<file path="src/rtl/pipe_pkg.sv">
// Shared types for the five-stage pipeline sequencing controller.
// The stage_ctrl_t bundle lets the stage registers take one control input.
package pipe_pkg;

  typedef enum logic [1:0] {
    StRun,
    StStall,
    StFreeze,
    StRedirect
  } pipe_st_t;

  typedef struct packed {
    logic pc_we;
    logic pc_sel;
    logic if_rr_we;
    logic rr_ex_we;
    logic ex_mem_we;
    logic mem_wb_we;
    logic if_rr_flush;
    logic rr_ex_flush;
  } stage_ctrl_t;

  localparam stage_ctrl_t CtrlOff = '0;

  localparam stage_ctrl_t CtrlRedirect = '{
    pc_we: 1'b1, pc_sel: 1'b1, if_rr_we: 1'b1, rr_ex_we: 1'b1,
    ex_mem_we: 1'b1, mem_wb_we: 1'b1, if_rr_flush: 1'b1, rr_ex_flush: 1'b1
  };

  localparam stage_ctrl_t CtrlStall = '{
    pc_we: 1'b0, pc_sel: 1'b0, if_rr_we: 1'b0, rr_ex_we: 1'b1,
    ex_mem_we: 1'b1, mem_wb_we: 1'b1, if_rr_flush: 1'b0, rr_ex_flush: 1'b1
  };

  localparam stage_ctrl_t CtrlFetchBubble = '{
    pc_we: 1'b0, pc_sel: 1'b0, if_rr_we: 1'b1, rr_ex_we: 1'b1,
    ex_mem_we: 1'b1, mem_wb_we: 1'b1, if_rr_flush: 1'b1, rr_ex_flush: 1'b0
  };

  localparam stage_ctrl_t CtrlNormal = '{
    pc_we: 1'b1, pc_sel: 1'b0, if_rr_we: 1'b1, rr_ex_we: 1'b1,
    ex_mem_we: 1'b1, mem_wb_we: 1'b1, if_rr_flush: 1'b0, rr_ex_flush: 1'b0
  };

endpackage

</file>
<file path="src/rtl/sat_counter.sv">
// Saturating event counter with a synchronous clear that beats increment.
module sat_counter #(
  parameter int unsigned Width = 16
) (
  input  logic             clk_i,
  input  logic             rst_ni,
  input  logic             inc_i,
  input  logic             clr_i,
  output logic [Width-1:0] cnt_o
);

  logic [Width-1:0] cnt_q, cnt_d;

  always_comb begin
    cnt_d = cnt_q;
    if (clr_i) begin
      cnt_d = '0;
    end else if (inc_i && (cnt_q != {Width{1'b1}})) begin
      cnt_d = cnt_q + 1'b1;
    end
  end

  always_ff @(posedge clk_i or negedge rst_ni) begin
    if (!rst_ni) begin
      cnt_q <= '0;
    end else begin
      cnt_q <= cnt_d;
    end
  end

  assign cnt_o = cnt_q;

endmodule

</file>
<file path="src/rtl/pipe_ctrl.sv">
// Pipeline sequencing controller: turns hazard, branch and memory-wait inputs into
// per-stage write-enables/flushes, plus perf counters and a stuck-interlock watchdog.
module pipe_ctrl
  import pipe_pkg::*;
#(
  parameter int unsigned CntW    = 16,
  parameter int unsigned LockMax = 8
) (
  input  logic            clk_i,
  input  logic            rst_ni,
  input  logic            h_lock_i,
  input  logic            br_taken_ex_i,
  input  logic            if_busy_i,
  input  logic            mem_busy_i,
  input  logic            cnt_clr_i,
  output logic            pc_we_o,
  output logic            pc_sel_o,
  output logic            if_rr_we_o,
  output logic            rr_ex_we_o,
  output logic            ex_mem_we_o,
  output logic            mem_wb_we_o,
  output logic            if_rr_flush_o,
  output logic            rr_ex_flush_o,
  output logic [CntW-1:0] stall_cnt_o,
  output logic [CntW-1:0] freeze_cnt_o,
  output logic [CntW-1:0] flush_cnt_o,
  output logic            lock_err_o
);

  localparam int unsigned RunW = $clog2(LockMax + 1);
  localparam logic [RunW-1:0] RunMax = RunW'(LockMax);

  pipe_st_t    state_q, state_d;
  stage_ctrl_t ctrl, ctrl_out;
  logic        stall_ev, freeze_ev, flush_ev;

  logic [RunW-1:0] lock_run_q, lock_run_d;
  logic            lock_err_q, lock_err_d;

  // Priority-ordered Mealy decode; first matching condition wins.
  always_comb begin
    ctrl      = CtrlNormal;
    state_d   = StRun;
    stall_ev  = 1'b0;
    freeze_ev = 1'b0;
    flush_ev  = 1'b0;
    if (mem_busy_i) begin
      ctrl      = CtrlOff;
      state_d   = StFreeze;
      freeze_ev = 1'b1;
    end else if (br_taken_ex_i) begin
      ctrl     = CtrlRedirect;
      state_d  = StRedirect;
      flush_ev = 1'b1;
    end else if (h_lock_i && (state_q != StRedirect)) begin
      // After a redirect RR holds a bubble, so its interlock request is bogus.
      ctrl     = CtrlStall;
      state_d  = StStall;
      stall_ev = 1'b1;
    end else if (if_busy_i) begin
      ctrl = CtrlFetchBubble;
    end
  end

  // Enables are forced off for the whole reset window, not just after the edge.
  assign ctrl_out = rst_ni ? ctrl : CtrlOff;

  assign pc_we_o       = ctrl_out.pc_we;
  assign pc_sel_o      = ctrl_out.pc_sel;
  assign if_rr_we_o    = ctrl_out.if_rr_we;
  assign rr_ex_we_o    = ctrl_out.rr_ex_we;
  assign ex_mem_we_o   = ctrl_out.ex_mem_we;
  assign mem_wb_we_o   = ctrl_out.mem_wb_we;
  assign if_rr_flush_o = ctrl_out.if_rr_flush;
  assign rr_ex_flush_o = ctrl_out.rr_ex_flush;

  // Freeze cycles hold the run length so a stall split by a memory wait still counts.
  always_comb begin
    lock_run_d = lock_run_q;
    lock_err_d = lock_err_q;
    if (stall_ev) begin
      if (lock_run_q != RunMax) begin
        lock_run_d = lock_run_q + 1'b1;
      end
      if (lock_run_d == RunMax) begin
        lock_err_d = 1'b1;
      end
    end else if (!freeze_ev) begin
      lock_run_d = '0;
    end
  end

  always_ff @(posedge clk_i or negedge rst_ni) begin
    if (!rst_ni) begin
      state_q    <= StRun;
      lock_run_q <= '0;
      lock_err_q <= 1'b0;
    end else begin
      state_q    <= state_d;
      lock_run_q <= lock_run_d;
      lock_err_q <= lock_err_d;
    end
  end

  assign lock_err_o = lock_err_q;

  sat_counter #(
    .Width (CntW)
  ) u_stall_cnt (
    .clk_i  (clk_i),
    .rst_ni (rst_ni),
    .inc_i  (stall_ev),
    .clr_i  (cnt_clr_i),
    .cnt_o  (stall_cnt_o)
  );

  sat_counter #(
    .Width (CntW)
  ) u_freeze_cnt (
    .clk_i  (clk_i),
    .rst_ni (rst_ni),
    .inc_i  (freeze_ev),
    .clr_i  (cnt_clr_i),
    .cnt_o  (freeze_cnt_o)
  );

  sat_counter #(
    .Width (CntW)
  ) u_flush_cnt (
    .clk_i  (clk_i),
    .rst_ni (rst_ni),
    .inc_i  (flush_ev),
    .clr_i  (cnt_clr_i),
    .cnt_o  (flush_cnt_o)
  );

endmodule

</file>
<file path="config.mk">
export PLATFORM = sky130hd
export DESIGN_NAME = pipe_ctrl
export DESIGN_NICKNAME = d
export VERILOG_FILES = /design/src/rtl/pipe_pkg.sv /design/src/rtl/sat_counter.sv /design/src/rtl/pipe_ctrl.sv
export SDC_FILE = /design/constraint.sdc
export NUM_CORES = 1
export LEC_CHECK = 0
export BUFFER_PORTS_ARGS = -buffer_cell sky130_fd_sc_hd__buf_2
export CAP_MARGIN = 20
export CORE_UTILIZATION = 35
export DETAILED_ROUTE_END_ITERATION = 8
export PLACE_DENSITY = 0.52
export SLEW_MARGIN = 10
export SYNTH_ARGS = -nofsm -noshare
export SYNTH_HDL_FRONTEND = slang
export SYNTH_SLANG_ARGS = --single-unit
</file>
<file path="constraint.sdc">
create_clock -name clk_i -period 2.2 [get_ports clk_i]
set_input_delay 0.11 -clock clk_i [delete_from_list [all_inputs] [get_ports clk_i]]
set_output_delay 0.11 -clock clk_i [all_outputs]
set_load 0.1 [all_outputs]
</file>
==> results of run 1 <==
==> power by group through the flow <==
stage          Sequential (W)  Combinational (W)  Clock (W)
2_1_floorplan         0.00111           0.000118          0
3_3_place_gp          0.00106           0.000255          0
3_5_place_dp          0.00106           0.000257          0
4_1_cts               0.00104           0.000259   0.000822
5_1_grt               0.00104           0.000272   0.000860
6_report              0.00104           0.000254   0.000789
==> placed cells by master, fill, tap and decap left out, drive strengths merged <==
cell type and instances:
clkbuf 6, nor2b 2, a21bo 1, dfrtp 55, and4 2, dlygate4sd3 1, o21bai 3, nor3 15
nor2 59, nor4 8, o211ai 1, buf 67, a21boi 1, mux2i 2, nor4b 3, or4 1
a211oi 3, nand2 19, nand4 11, a21oi 9, and2 3, nand3b 2, o2111ai 5, and3 6
a21o 1, bufinv 2, o32ai 1, nor3b 1, xnor2 29, or3 2, xor2 13, ha 5
inv 9, nand2b 1, o31ai 1, nand3 17, o221ai 1, o21ai 11
==> sequential cells by signal, summed over array words and instances, names as in the netlist <==
name and cells:
state_q 2, lock_run_q 4, lock_err_o 1, u_flush_cnt.cnt_o 16
u_freeze_cnt.cnt_o 16, u_stall_cnt.cnt_o 16
==> critical path: stages (launching register included) <==
cell and delay [ns]:
dfrtp_2 0.41, ha_1 0.19, nand4_1 0.26, nor4_4 0.59
nor3b_2 0.11, xnor2_1 0.18, nor2_1 0.06
==> Yosys cell counts, types with 2 or more instances <==
| cell type | number |
|---|---|
| a211oi_1 | 3 |
| a21oi_1 | 9 |
| and2_1 | 3 |
| and3_1 | 5 |
| buf_4 | 3 |
| buf_6 | 2 |
| clkbuf_1 | 6 |
| dfrtp_1 | 55 |
| ha_1 | 5 |
| inv_1 | 9 |
| mux2i_1 | 2 |
| nand2_1 | 19 |
| nand3_1 | 16 |
| nand3b_1 | 2 |
| nand4_1 | 10 |
| nor2_1 | 59 |
| nor2b_1 | 2 |
| nor3_1 | 12 |
| nor3_2 | 2 |
| nor4_1 | 7 |
| nor4b_2 | 2 |
| o2111ai_1 | 4 |
| o21ai_0 | 9 |
| o21ai_1 | 2 |
| o21bai_1 | 2 |
| or3_1 | 2 |
| xnor2_1 | 29 |
| xor2_1 | 13 |
==> how the worst max path moves through the flow <==
stage / start / depth (start not counted) / slack (ns) / end
2_1_floorplan: mem_busy_i / 4 / -0.17 / pc_we_o
3_3_place_gp: u_flush_cnt.cnt_o[0] / 6 / 0.37 / u_flush_cnt.cnt_o[2]
3_5_place_dp: u_stall_cnt.cnt_o[0] / 6 / 0.30 / u_stall_cnt.cnt_o[4]
4_1_cts: u_stall_cnt.cnt_o[0] / 6 / 0.26 / u_stall_cnt.cnt_o[2]
5_1_grt: u_flush_cnt.cnt_o[1] / 6 / 0.1 / u_flush_cnt.cnt_o[2]
6_report: u_stall_cnt.cnt_o[0] / 6 / 0.25 / u_stall_cnt.cnt_o[2]
==> cells by family (layout without fill, tap and decap cells) <==
| group | after synthesis | in the layout | synth area share [%] |
|---|---|---|---|
| simple gates | 152 | 152 | 26.99 |
| flops | 55 | 55 | 45.81 |
| xor+xnor | 42 | 42 | 12.24 |
| compound gates | 38 | 38 | 8.663 |
| buf+inv | 21 | 85 | 3.540 |
| fa+ha+maj | 5 | 5 | 2.082 |
| mux | 2 | 2 | 0.6664 |
==> area by class of cell <==
class / count / share of cell area, %
clock buffer: 6 / 1.961
multi-input combinational: 239 / 41.35
sequential: 55 / 38.17
tap: 105 / 3.550
timing repair buffer: 68 / 12.44
inverter: 9 / 0.9128
clock inverter: 2 / 1.623
==> routing by layer <==
metal,up-vias,track usage (%)
met5,-,0
met4,0,4.545
met3,5,3.301
met2,40,26.14
met1,1193,23.48
li1,1219,-
==> metrics by stage <==
stage               instances  cell area, sq um  total power, W
floorplan                 315              3049        0.001227
global placement          475              3558        0.001312
detailed placement        475              3558        0.001313
CTS                       484              3701        0.002118
global route              484              3701        0.002171
finish                    484              3701        0.002079
==> timing repair <==
item / CTS / global route
hold buffers: 1 / 0
gates resized for setup: 0 / 0
endpoints found under the hold margin: 4 / 0
==> impl_table.tex, run 1 <==
\begin{tabular}{lr}
\hline
Metric & Value \\
\hline
\multicolumn{2}{l}{\textbf{Finish}} \\
\quad Post-layout nets & roughly 400 \\
\quad Proportion of layout cells with a drive suffix above 1 & 32.19\% \\
\quad Utilization after layout & between 40 and 50\% \\
\quad Area growth, synth to finish & 23.20\% \\
\quad Area used by sequential logic in the layout & 0.001413 sq mm \\
\quad Fill cell instance count of the final layout & 852 \\
\quad Area used by multi-input combinational logic & 0.001530 sq mm \\
\quad Ant diodes & 0 \\
\multicolumn{2}{l}{\textbf{Timing}} \\
\quad Final hold viol count & 0 \\
\quad Worst clock skew & 0.005967 ns \\
\quad Worst path setup slack after routing & about 0.25 ns \\
\quad Final count of pins violating max slew & 0 \\
\quad Setup repair after global routing missed its margin & no \\
\quad Post-layout min period & $\sim$2.0 ns \\
\quad Setup violation total in the final timing report & 0 \\
\quad Hold\_ws & 0.1502 ns \\
\quad Slew at the pin closest to its max-slew limit & about 0.92 ns \\
\quad Total Negative Setup Slacks & 0 ns \\
\quad Final Cycle Share & 88.80\% \\
\quad Upper clock frequency limit & 0.5119 GHz \\
\quad Rel. slew slack & roughly 38\% \\
\multicolumn{2}{l}{\textbf{Synthesis}} \\
\quad Synth Instances & about 320 \\
\quad Cell types occupying the most area after synthesis & dfrtp\_1 46\%, xnor2\_1 8.5\%, nor2\_1 7.4\% \\
\quad Average cell area after synthesis & about 9.5 sq um \\
\quad Largest area contributor in the synthesized netlist & dfrtp\_1 \\
\quad Summed instance area of the synthesized netlist & 0.003004 sq mm \\
\quad Ys flop type & dfrtp\_1 \\
\quad Part of the Yosys area used for sequential elements & a little under half \\
\quad Count of flip-flops with a built-in enable after synthesis & 0 \\
\quad Syn nets & 327 \\
\quad Fraction of registers with async set or reset after synthesis & 100.0\% \\
\quad Share of Yosys cell area claimed by the top area cell type & 45.81\% \\
\quad Flops \& latches, synth & 55 \\
\quad Warning count from the yosys run & 0 \\
\quad Number of library cell types mapped by synthesis & 49 \\
\multicolumn{2}{l}{\textbf{Floorplan}} \\
\quad Die height & 94.65 um \\
\quad Starting density of the core & 36.38\% \\
\quad Number of top-level pins & 64 \\
\quad Row count & 33 \\
\quad Width of the die & 94.65 um \\
\quad Core region area & 0.008258 sq mm \\
\quad Full die area & approximately 0.009 sq mm \\
\multicolumn{2}{l}{\textbf{Placed design}} \\
\quad Buffers on Ports & 63 \\
\quad Worst setup slack before clock tree synthesis & $\sim$0.30 ns \\
\quad RePlAce Congestion & between 0.8 and 0.9 \\
\quad DP HPWL & 4845 um \\
\multicolumn{2}{l}{\textbf{Global routing}} \\
\quad GR Util All Layers & 16.72\% \\
\quad Via count of the first global-routing pass & 2306 \\
\quad Maximum number of pins on one net before global-route repair & 52 \\
\quad Number of antenna violations at the first check in global routing & 0 \\
\quad Total global routing overflow & 0 \\
\quad First-pass GRT wire length & $\sim$12000 um \\
\multicolumn{2}{l}{\textbf{Clocking}} \\
\quad Worst-skew pair later-pin latency & about 0.31 ns \\
\quad CTS H-Tree Depth & 2 \\
\quad Post-CTS clock slew at the launch and capture registers of the worst setup and hold paths & 0.10 ns \\
\quad CTS tree & done \\
\quad Clock Sinks & 55 \\
\quad Postcts setup bufs & 0 \\
\quad Maximum buffer depth of the clock tree & 2 \\
\quad Cell chosen for the clock root & clkbuf\_8 \\
\quad Number of CTS-inserted buffers & 5 \\
\multicolumn{2}{l}{\textbf{Pwr}} \\
\quad Sequential cell fraction of total power & 49.8\% \\
\quad Part of the total power dissipated in the clock network & 37.9\% \\
\quad P\_leak & $\sim$1.6 nW \\
\quad Sw frac & a little over a quarter \\
\quad Logic pwr share & 12.2\% \\
\quad Maximum vdd drop & 0.3791 mV \\
\quad Internal power consumption & 0.001538 W \\
\quad Pwr dens & 561.8 mW/mm\^{}2 \\
\quad Power spent charging and discharging nets & 0.0005416 W \\
\multicolumn{2}{l}{\textbf{Detailed routing}} \\
\quad Number of iterations in the first detailed-routing pass & 4 \\
\quad Remaining routing DRC violations & 0 \\
\quad Post-route ant nets & 0 \\
\quad Met2 Wirelength & 3180 um \\
\quad Via count & 2457 \\
\quad Wire length per cell after detailed routing & 14.42 um \\
\quad Top metal layer carrying routed signals & met4 \\
\quad Wire length after detailed routing & 6979 um \\
\quad 1st-iter DRT viols & 76 \\
\quad Post-route met1 wirelength & 3486 um \\
\quad Detail-routed via count per cell & 5.076 \\
\quad Met3 Wirelength & around 220 um \\
\multicolumn{2}{l}{\textbf{Critical path}} \\
\quad Arrival time worst endpoint & between 2 and 2.5 ns \\
\quad Critical path peak fanout & 8 \\
\quad Crit Path Class & register to register \\
\quad CP required & about 2.4 ns \\
\quad Category of the worst setup path capture point & register \\
\quad Worst-case register-to-register setup slack & about 0.25 ns \\
\quad Reg2Reg Capture Point & u\_stall\_cnt.cnt\_o[2] \\
\quad Number of cell instances on the worst register-to-register path & 6 \\
\quad Startpoint kind of the worst setup timing path & register \\
\quad Startpoint of the worst register-to-register path & u\_stall\_cnt.cnt\_o[0] \\
\multicolumn{2}{l}{\textbf{Worst hold path}} \\
\quad Path type of the worst min-delay path & primary input to asynchronous set/reset pin \\
\multicolumn{2}{l}{\textbf{Job}} \\
\quad Reported max-cap violation count & 0 \\
\multicolumn{2}{l}{\textbf{Run status}} \\
\quad Result of the run & finished clean \\
\hline
\end{tabular}
Note: power is estimated with default switching activity, not from simulation.
==> run 2: changes to the inputs <==
MAX_ROUTING_LAYER = met4   (was unset)
==> impl_table.tex, run 2 (synthesis results as in run 1) <==
\begin{tabular}{lr}
\hline
Metric & Value \\
\hline
\multicolumn{2}{l}{\textbf{Run status}} \\
\quad Result of the run & finished clean (unchanged) \\
\multicolumn{2}{l}{\textbf{Critical path}} \\
\quad Arrival time worst endpoint & 2.12 ns (about the same) \\
\quad Startpoint of the worst register-to-register path & u\_stall\_cnt.cnt\_o[0] (unchanged) \\
\quad Worst-case register-to-register setup slack & 0.25 ns (about the same) \\
\quad Start point of the critical path & u\_stall\_cnt.cnt\_o[0] (unchanged) \\
\quad Reg2Reg Capture Point & u\_stall\_cnt.cnt\_o[2] (unchanged) \\
\quad Crit Path Class & register to register (unchanged) \\
\quad Critical path peak fanout & 8 (unchanged) \\
\quad Crit path capture & u\_stall\_cnt.cnt\_o[2] (unchanged) \\
\quad Category of the worst setup path capture point & register (unchanged) \\
\quad Startpoint kind of the worst setup timing path & register (unchanged) \\
\quad Number of cell instances on the worst register-to-register path & 6 (unchanged) \\
\quad CP required & 2.37 ns (about the same) \\
\multicolumn{2}{l}{\textbf{Finish}} \\
\quad Area used by sequential logic in the layout & 0.001413 sq mm (unchanged) \\
\quad Post-layout nets & 390 (unchanged) \\
\quad Leading cell type in the layout, fill and taps excluded & nor2\_1 (unchanged) \\
\quad Fill cell instance count of the final layout & 852 (unchanged) \\
\quad Proportion of layout cells with a drive suffix above 1 & 32.19\% (unchanged) \\
\quad Layout Cell Area excl Fill & 0.003701 sq mm (unchanged) \\
\quad Ant diodes & 0 (unchanged) \\
\quad Area used by multi-input combinational logic & 0.001530 sq mm (unchanged) \\
\quad Area growth, synth to finish & 23.20\% (unchanged) \\
\quad Commonest non-fill, non-tap cells in the layout & 58 x nor2\_1, 56 x buf\_2, 29 x xnor2\_1, 29 x dfrtp\_2, 26 x dfrtp\_1 (unchanged) \\
\multicolumn{2}{l}{\textbf{Timing}} \\
\quad Worst path setup slack after routing & 0.2467 ns (was 0.2464 ns) \\
\quad Rel. slew slack & 38.65\% (was 38.47\%) \\
\quad Upper clock frequency limit & 0.5120 GHz (was 0.5119 GHz) \\
\quad Final hold viol count & 0 (unchanged) \\
\quad Slew at the pin closest to its max-slew limit & 0.9202 ns (was 0.9229 ns) \\
\quad Worst clock skew & 0.005281 ns (was 0.005967 ns) \\
\quad Final count of pins violating max slew & 0 (unchanged) \\
\quad Final Cycle Share & 88.79\% (was 88.80\%) \\
\quad Setup repair after global routing missed its margin & no (unchanged) \\
\quad Setup violation total in the final timing report & 0 (unchanged) \\
\quad Post-layout min period & 1.953 ns (was 1.954 ns) \\
\multicolumn{2}{l}{\textbf{Clocking}} \\
\quad CTS tree & done (unchanged) \\
\quad CTS H-Tree Depth & 2 (unchanged) \\
\quad Clock Sinks & 55 (unchanged) \\
\quad Worst-skew pair later-pin latency & 0.31 ns (about the same) \\
\quad Maximum buffer depth of the clock tree & 2 (unchanged) \\
\quad Number of CTS-inserted buffers & 5 (unchanged) \\
\quad Cell chosen for the clock root & clkbuf\_8 (unchanged) \\
\quad Post-CTS clock slew at the launch and capture registers of the worst setup and hold paths & 0.09 ns (was 0.10 ns) \\
\multicolumn{2}{l}{\textbf{Detailed routing}} \\
\quad Remaining routing DRC violations & 0 (unchanged) \\
\quad Number of iterations in the first detailed-routing pass & 4 (unchanged) \\
\quad Detail-routed via count per cell & 5.056 (was 5.076) \\
\quad Wire length after detailed routing & 6978 um (was 6979 um) \\
\quad Wire length per cell after detailed routing & 14.42 um (about the same) \\
\quad Via count & 2447 (was 2457) \\
\quad 1st-iter DRT viols & 78 (was 76) \\
\quad Post-route ant nets & 0 (unchanged) \\
\multicolumn{2}{l}{\textbf{Global routing}} \\
\quad Total global routing overflow & 0 (unchanged) \\
\quad First-pass GRT wire length & 11630 um (about the same) \\
\quad Maximum number of pins on one net before global-route repair & 52 (unchanged) \\
\quad Via count of the first global-routing pass & 2308 (was 2306) \\
\quad GR Util All Layers & 17.21\% (was 16.72\%) \\
\quad Number of antenna violations at the first check in global routing & 0 (unchanged) \\
\multicolumn{2}{l}{\textbf{Placed design}} \\
\quad DP HPWL & 4845 um (unchanged) \\
\quad Buffers on Ports & 63 (unchanged) \\
\quad Worst setup slack before clock tree synthesis & 0.2986 ns (unchanged) \\
\quad RePlAce Congestion & 0.8516 (was 0.8386) \\
\quad Cell area after placement & 0.003558 sq mm (unchanged) \\
\multicolumn{2}{l}{\textbf{Floorplan}} \\
\quad Die height & 94.65 um (unchanged) \\
\quad Number of top-level pins & 64 (unchanged) \\
\quad Width of the die & 94.65 um (unchanged) \\
\quad Row count & 33 (unchanged) \\
\quad Starting density of the core & 36.38\% (unchanged) \\
\quad Core region area & 0.008258 sq mm (unchanged) \\
\quad Full die area & 0.008958 sq mm (unchanged) \\
\multicolumn{2}{l}{\textbf{Pwr}} \\
\quad Maximum vdd drop & 0.3786 mV (was 0.3791 mV) \\
\quad P\_leak & 1.615 nW (unchanged) \\
\quad Pwr dens & 561.4 mW/mm\^{}2 (was 561.8 mW/mm\^{}2) \\
\multicolumn{2}{l}{\textbf{Worst hold path}} \\
\quad Path type of the worst min-delay path & primary input to register (was primary input to asynchronous set/reset pin) \\
\multicolumn{2}{l}{\textbf{Job}} \\
\quad Reported max-cap violation count & 0 (unchanged) \\
\hline
\end{tabular}
[run 2: through the flow]
step | utilization [%] | cells | hold slack, ns | setup TNS, ns | total power [W]
final | 44.82 | 484 | 0.1531 | 0 | 0.002078
after global routing | 44.82 | 484 | 0.1585 | 0 | 0.002171
after CTS | 44.82 | 484 | 0.1390 | 0 | 0.002118
after detailed placement | 43.09 | 475 | -0.03893 | 0 | 0.001313
after global placement | 43.09 | 475 | -0.04145 | 0 | 0.001312
after floorplan | - | 315 | -0.1856 | -0.3115 | 0.001227
[run 2: area by class of cell]
cell class | count | area share (%)
Sequential cell | 55 | 38.17
Multi-Input combinational cell | 239 | 41.35
Timing Repair Buffer | 68 | 12.44
Inverter | 9 | 0.9128
Clock buffer | 6 | 1.961
Tap cell | 105 | 3.550
Clock inverter | 2 | 1.623
[run 2: metal layers]
layer	up-vias	share of wire, %	wire, um	global-route usage, %
met5	-	0	0	-
met4	0	1.3	88	4.545
met3	5	3.0	207	3.301
met2	37	46	3184	26.20
met1	1185	50	3498	23.43
li1	1220	-	-	-
[run 2: report_power, final]
group / internal, W / switching [W] / leakage (nW)
combinational: 0.0000599 / 0.000194 / 0.837
clock: 0.000455 / 0.000332 / 0.0654
sequential: 0.00102 / 0.0000136 / 0.712
total: 0.00154 / 0.000540 / 1.61
[run 2: critical path: stages, from the launching register on]
cell and delay, ns:
dfrtp_2 0.41, ha_1 0.19, nand4_1 0.26, nor4_4 0.59, nor3b_2 0.11, xnor2_1 0.18, nor2_1 0.06
[run 2: worst min-delay path by stage]
stage                    start          to  depth (start not counted)
detailed placement      rst_ni  state_q[1]                          1
global placement        rst_ni  state_q[1]                          1
floorplan               rst_ni  lock_err_o                          0
global route            rst_ni  state_q[1]                          2
CTS                 mem_busy_i  state_q[0]                          2
finish              mem_busy_i  state_q[0]                          2
[run 2: timing repair]
action | in CTS | in global routing
hold endpoints to repair | 4 | 0
endpoints found under the setup margin | 0 | 0
hold buffers | 1 | 0
setup buffers | 0 | 0
resized for setup | 0 | 0
==> run 3: changes to the inputs <==
--- a/config.mk
+++ b/config.mk
@@ -6,5 +6,5 @@
 export NUM_CORES = 1
 export LEC_CHECK = 0
-export BUFFER_PORTS_ARGS = -buffer_cell sky130_fd_sc_hd__buf_2
+export BUFFER_PORTS_ARGS = -buffer_cell sky130_fd_sc_hd__buf_4
 export CAP_MARGIN = 20
 export CORE_UTILIZATION = 35
==> constraint.sdc (replaced) <==
create_clock -name clk_i -period 2.2 [get_ports clk_i]
set_input_delay 0.44 -clock clk_i [delete_from_list [all_inputs] [get_ports clk_i]]
set_output_delay 0.44 -clock clk_i [all_outputs]
set_load 0.1 [all_outputs]
==> impl_table.tex, run 3 (synthesis results as in run 1) <==
\begin{tabular}{lr}
\hline
Metric & Value \\
\hline
\multicolumn{2}{l}{\textbf{Timing}} \\
\quad Final Cycle Share & 91.34\% (was 88.79\%) \\
\quad Total Negative Setup Slacks & 0 ns (unchanged) \\
\quad Worst clock skew & 0.007183 ns (was 0.005281 ns) \\
\quad Final count of pins violating max slew & 0 (unchanged) \\
\quad Worst path setup slack after routing & 0.1906 ns (was 0.2467 ns) \\
\quad Setup violation total in the final timing report & 0 (unchanged) \\
\quad Setup repair after global routing missed its margin & no (unchanged) \\
\quad Final hold viol count & 0 (unchanged) \\
\quad Slew at the pin closest to its max-slew limit & 0.7115 ns (was 0.9202 ns) \\
\quad Post-layout min period & 2.009 ns (was 1.953 ns) \\
\quad Upper clock frequency limit & 0.4977 GHz (was 0.5120 GHz) \\
\quad Rel. slew slack & 52.57\% (was 38.65\%) \\
\multicolumn{2}{l}{\textbf{Global routing}} \\
\quad GR Util All Layers & 16.69\% (was 17.21\%) \\
\quad Via count of the first global-routing pass & 2241 (was 2308) \\
\quad Maximum number of pins on one net before global-route repair & 56 (was 52) \\
\quad Total global routing overflow & 0 (unchanged) \\
\quad Number of antenna violations at the first check in global routing & 0 (unchanged) \\
\quad First-pass GRT wire length & 11320 um (was 11630 um) \\
\multicolumn{2}{l}{\textbf{Critical path}} \\
\quad Most common cell type on the critical path & nor2\_1 \\
\quad Worst path cell trace & a21boi\_2 > nor2\_1 > nor2\_1 > and2\_1 > buf\_4 (was ha\_1 > nand4\_1 > nor4\_4 > nor3b\_2 > xnor2\_1 > nor2\_1) \\
\quad Number of cell instances on the worst register-to-register path & 6 (unchanged) \\
\quad Arrival time worst endpoint & 1.57 ns (was 2.12 ns) \\
\quad CP required & 1.76 ns (was 2.37 ns) \\
\quad Family with the most delay on the worst path & flip-flops (was simple AND/OR/NAND/NOR gates) \\
\quad Startpoint kind of the worst setup timing path & register (unchanged) \\
\quad Worst-case register-to-register setup slack & 0.27 ns (was 0.25 ns) \\
\quad Reg2Reg Capture Point & u\_stall\_cnt.cnt\_o[3] (was u\_stall\_cnt.cnt\_o[2]) \\
\quad Worst path bufs/invs & 1 (was 0) \\
\quad Highest-delay cell along the critical path & dfrtp\_1 (was nor4\_4) \\
\quad Category of the worst setup path capture point & primary output (was register) \\
\quad Startpoint of the worst register-to-register path & u\_stall\_cnt.cnt\_o[0] (unchanged) \\
\quad Crit Path Class & register to primary output (was register to register) \\
\quad Critical path peak fanout & 5 (was 8) \\
\quad CP peak stage delay & 0.39 ns (was 0.59 ns) \\
\multicolumn{2}{l}{\textbf{Placed design}} \\
\quad Worst setup slack before clock tree synthesis & 0.3051 ns (was 0.2986 ns) \\
\quad RePlAce Congestion & 0.7756 (was 0.8516) \\
\quad Buffers on Ports & 63 (unchanged) \\
\quad Post-placement cell count & 474 (was 475) \\
\quad DP HPWL & 4926 um (was 4845 um) \\
\multicolumn{2}{l}{\textbf{Clocking}} \\
\quad Count of cells resized by post-cts repair & 0 (unchanged) \\
\quad Post-CTS clock slew at the launch and capture registers of the worst setup and hold paths & 0.10 ns (was 0.09 ns) \\
\quad Clock Sinks & 55 (unchanged) \\
\quad Postcts setup bufs & 0 (unchanged) \\
\quad Worst-skew pair later-pin latency & 0.30 ns (was 0.31 ns) \\
\quad Cell chosen for the clock root & clkbuf\_8 (unchanged) \\
\quad CTS tree & done (unchanged) \\
\quad Post-CTS Hold Buffers & 0 (was 1) \\
\quad CTS H-Tree Depth & 2 (unchanged) \\
\quad Maximum buffer depth of the clock tree & 2 (unchanged) \\
\quad Number of CTS-inserted buffers & 5 (unchanged) \\
\multicolumn{2}{l}{\textbf{Floorplan}} \\
\quad Core region area & 0.008258 sq mm (unchanged) \\
\quad Starting density of the core & 36.38\% (unchanged) \\
\quad Width of the die & 94.65 um (unchanged) \\
\quad Full die area & 0.008958 sq mm (unchanged) \\
\quad Die height & 94.65 um (unchanged) \\
\quad Number of top-level pins & 64 (unchanged) \\
\quad Row count & 33 (unchanged) \\
\multicolumn{2}{l}{\textbf{Detailed routing}} \\
\quad Wire length after detailed routing & 6932 um (was 6978 um) \\
\quad Number of iterations in the first detailed-routing pass & 4 (unchanged) \\
\quad Post-route ant nets & 0 (unchanged) \\
\quad Via count & 2431 (was 2447) \\
\quad Met3 Wirelength & 235 um (was 207 um) \\
\quad Post-route met1 wirelength & 3520 um (was 3498 um) \\
\quad Met2 Wirelength & 3130 um (was 3184 um) \\
\quad Remaining routing DRC violations & 0 (unchanged) \\
\quad Wire length per cell after detailed routing & 14.38 um (was 14.42 um) \\
\quad Top metal layer carrying routed signals & met4 (unchanged) \\
\quad 1st-iter DRT viols & 127 (was 78) \\
\quad Detail-routed via count per cell & 5.044 (was 5.056) \\
\multicolumn{2}{l}{\textbf{Pwr}} \\
\quad Sequential cell fraction of total power & 56.4\% (was 49.9\%) \\
\quad Power consumption & 0.001841 W (was 0.002078 W) \\
\quad Part of the total power dissipated in the clock network & 30.3\% (was 37.9\%) \\
\quad Sw frac & 29.68\% (was 25.98\%) \\
\quad Power spent charging and discharging nets & 0.0005465 W (was 0.0005399 W) \\
\quad Maximum vdd drop & 0.2607 mV (was 0.3786 mV) \\
\quad Logic pwr share & 13.4\% (was 12.2\%) \\
\quad P\_leak & 1.565 nW (was 1.615 nW) \\
\quad Pwr dens & 495.3 mW/mm\^{}2 (was 561.4 mW/mm\^{}2) \\
\quad Internal power consumption & 0.001295 W (was 0.001538 W) \\
\multicolumn{2}{l}{\textbf{Finish}} \\
\quad Post-layout nets & 388 (was 390) \\
\quad Proportion of layout cells with a drive suffix above 1 & 33.16\% (was 32.19\%) \\
\quad Commonest non-fill, non-tap cells in the layout & 66 x buf\_4, 58 x nor2\_1, 29 x xnor2\_1, 29 x dfrtp\_2, 26 x dfrtp\_1 (was 58 x nor2\_1, 56 x buf\_2, 29 x xnor2\_1, 29 x dfrtp\_2, 26 x dfrtp\_1) \\
\quad Area growth, synth to finish & 23.74\% (was 23.20\%) \\
\quad Utilization after layout & 45.02\% (was 44.82\%) \\
\quad Ant diodes & 0 (unchanged) \\
\quad Leading cell type in the layout, fill and taps excluded & buf\_4 (was nor2\_1) \\
\quad Final Instance Count excl. Fillers & 482 (was 484) \\
\multicolumn{2}{l}{\textbf{Run status}} \\
\quad Result of the run & finished clean (unchanged) \\
\multicolumn{2}{l}{\textbf{Job}} \\
\quad Reported max-cap violation count & 0 (unchanged) \\
\multicolumn{2}{l}{\textbf{Worst hold path}} \\
\quad Path type of the worst min-delay path & primary input to asynchronous set/reset pin (was primary input to register) \\
\hline
\end{tabular}
## run 3: worst register-to-register path, cell delays in order (launching register included)
cell,delay [ns]
dfrtp_2,0.41
ha_1,0.19
nand4_1,0.27
nor4_4,0.57
nor3_1,0.14
xnor2_1,0.16
nor2_1,0.06
## run 3: layout make-up
class                      instances  area [sq um]
clock buffer                       5         68.82
clock inverter                     3         15.01
multi-input combinational        239          1556
inverter                           9         37.54
fill                             832          4541
tap                              105         131.4
sequential                        55          1413
timing repair buffer              66         495.5
## run 3: worst max path at each step
| stage | from | endpoint | cells past startpoint |
|---|---|---|---|
| final | state_q[0] | rr_ex_flush_o | 5 |
| after global routing | state_q[0] | rr_ex_flush_o | 5 |
| after CTS | state_q[0] | rr_ex_flush_o | 5 |
| after detailed placement | mem_busy_i | lock_err_o | 7 |
| after global placement | mem_busy_i | u_flush_cnt.cnt_o[13] | 6 |
| after floorplan | mem_busy_i | pc_we_o | 4 |
## run 3: per-layer routing
layer  global-route usage, %  up-vias
li1                        -     1219
met1                   23.10     1168
met2                   25.30       42
met3                   2.899        2
met4                   4.167        0
met5                       -        -
## run 3: power by group through the flow
stage          clock network [W]  logic (W)  registers, W
5_1_grt                 0.000620   0.000265       0.00104
3_5_place_dp                   0   0.000250       0.00106
2_1_floorplan                  0   0.000124       0.00111
6_report                0.000558   0.000246       0.00104
4_1_cts                 0.000588   0.000251       0.00104
3_3_place_gp                   0   0.000250       0.00106
## run 3: per-stage QoR
| stage | hold slack (ns) | area (sq um) |
|---|---|---|
| 5_1_grt | 0.3863 | 3717 |
| 4_1_cts | 0.3479 | 3717 |
| 3_5_place_dp | 0.4815 | 3633 |
| 3_3_place_gp | 0.4964 | 3633 |
| 2_1_floorplan | 0.1444 | 3083 |
| 6_report | 0.3176 | 3717 |
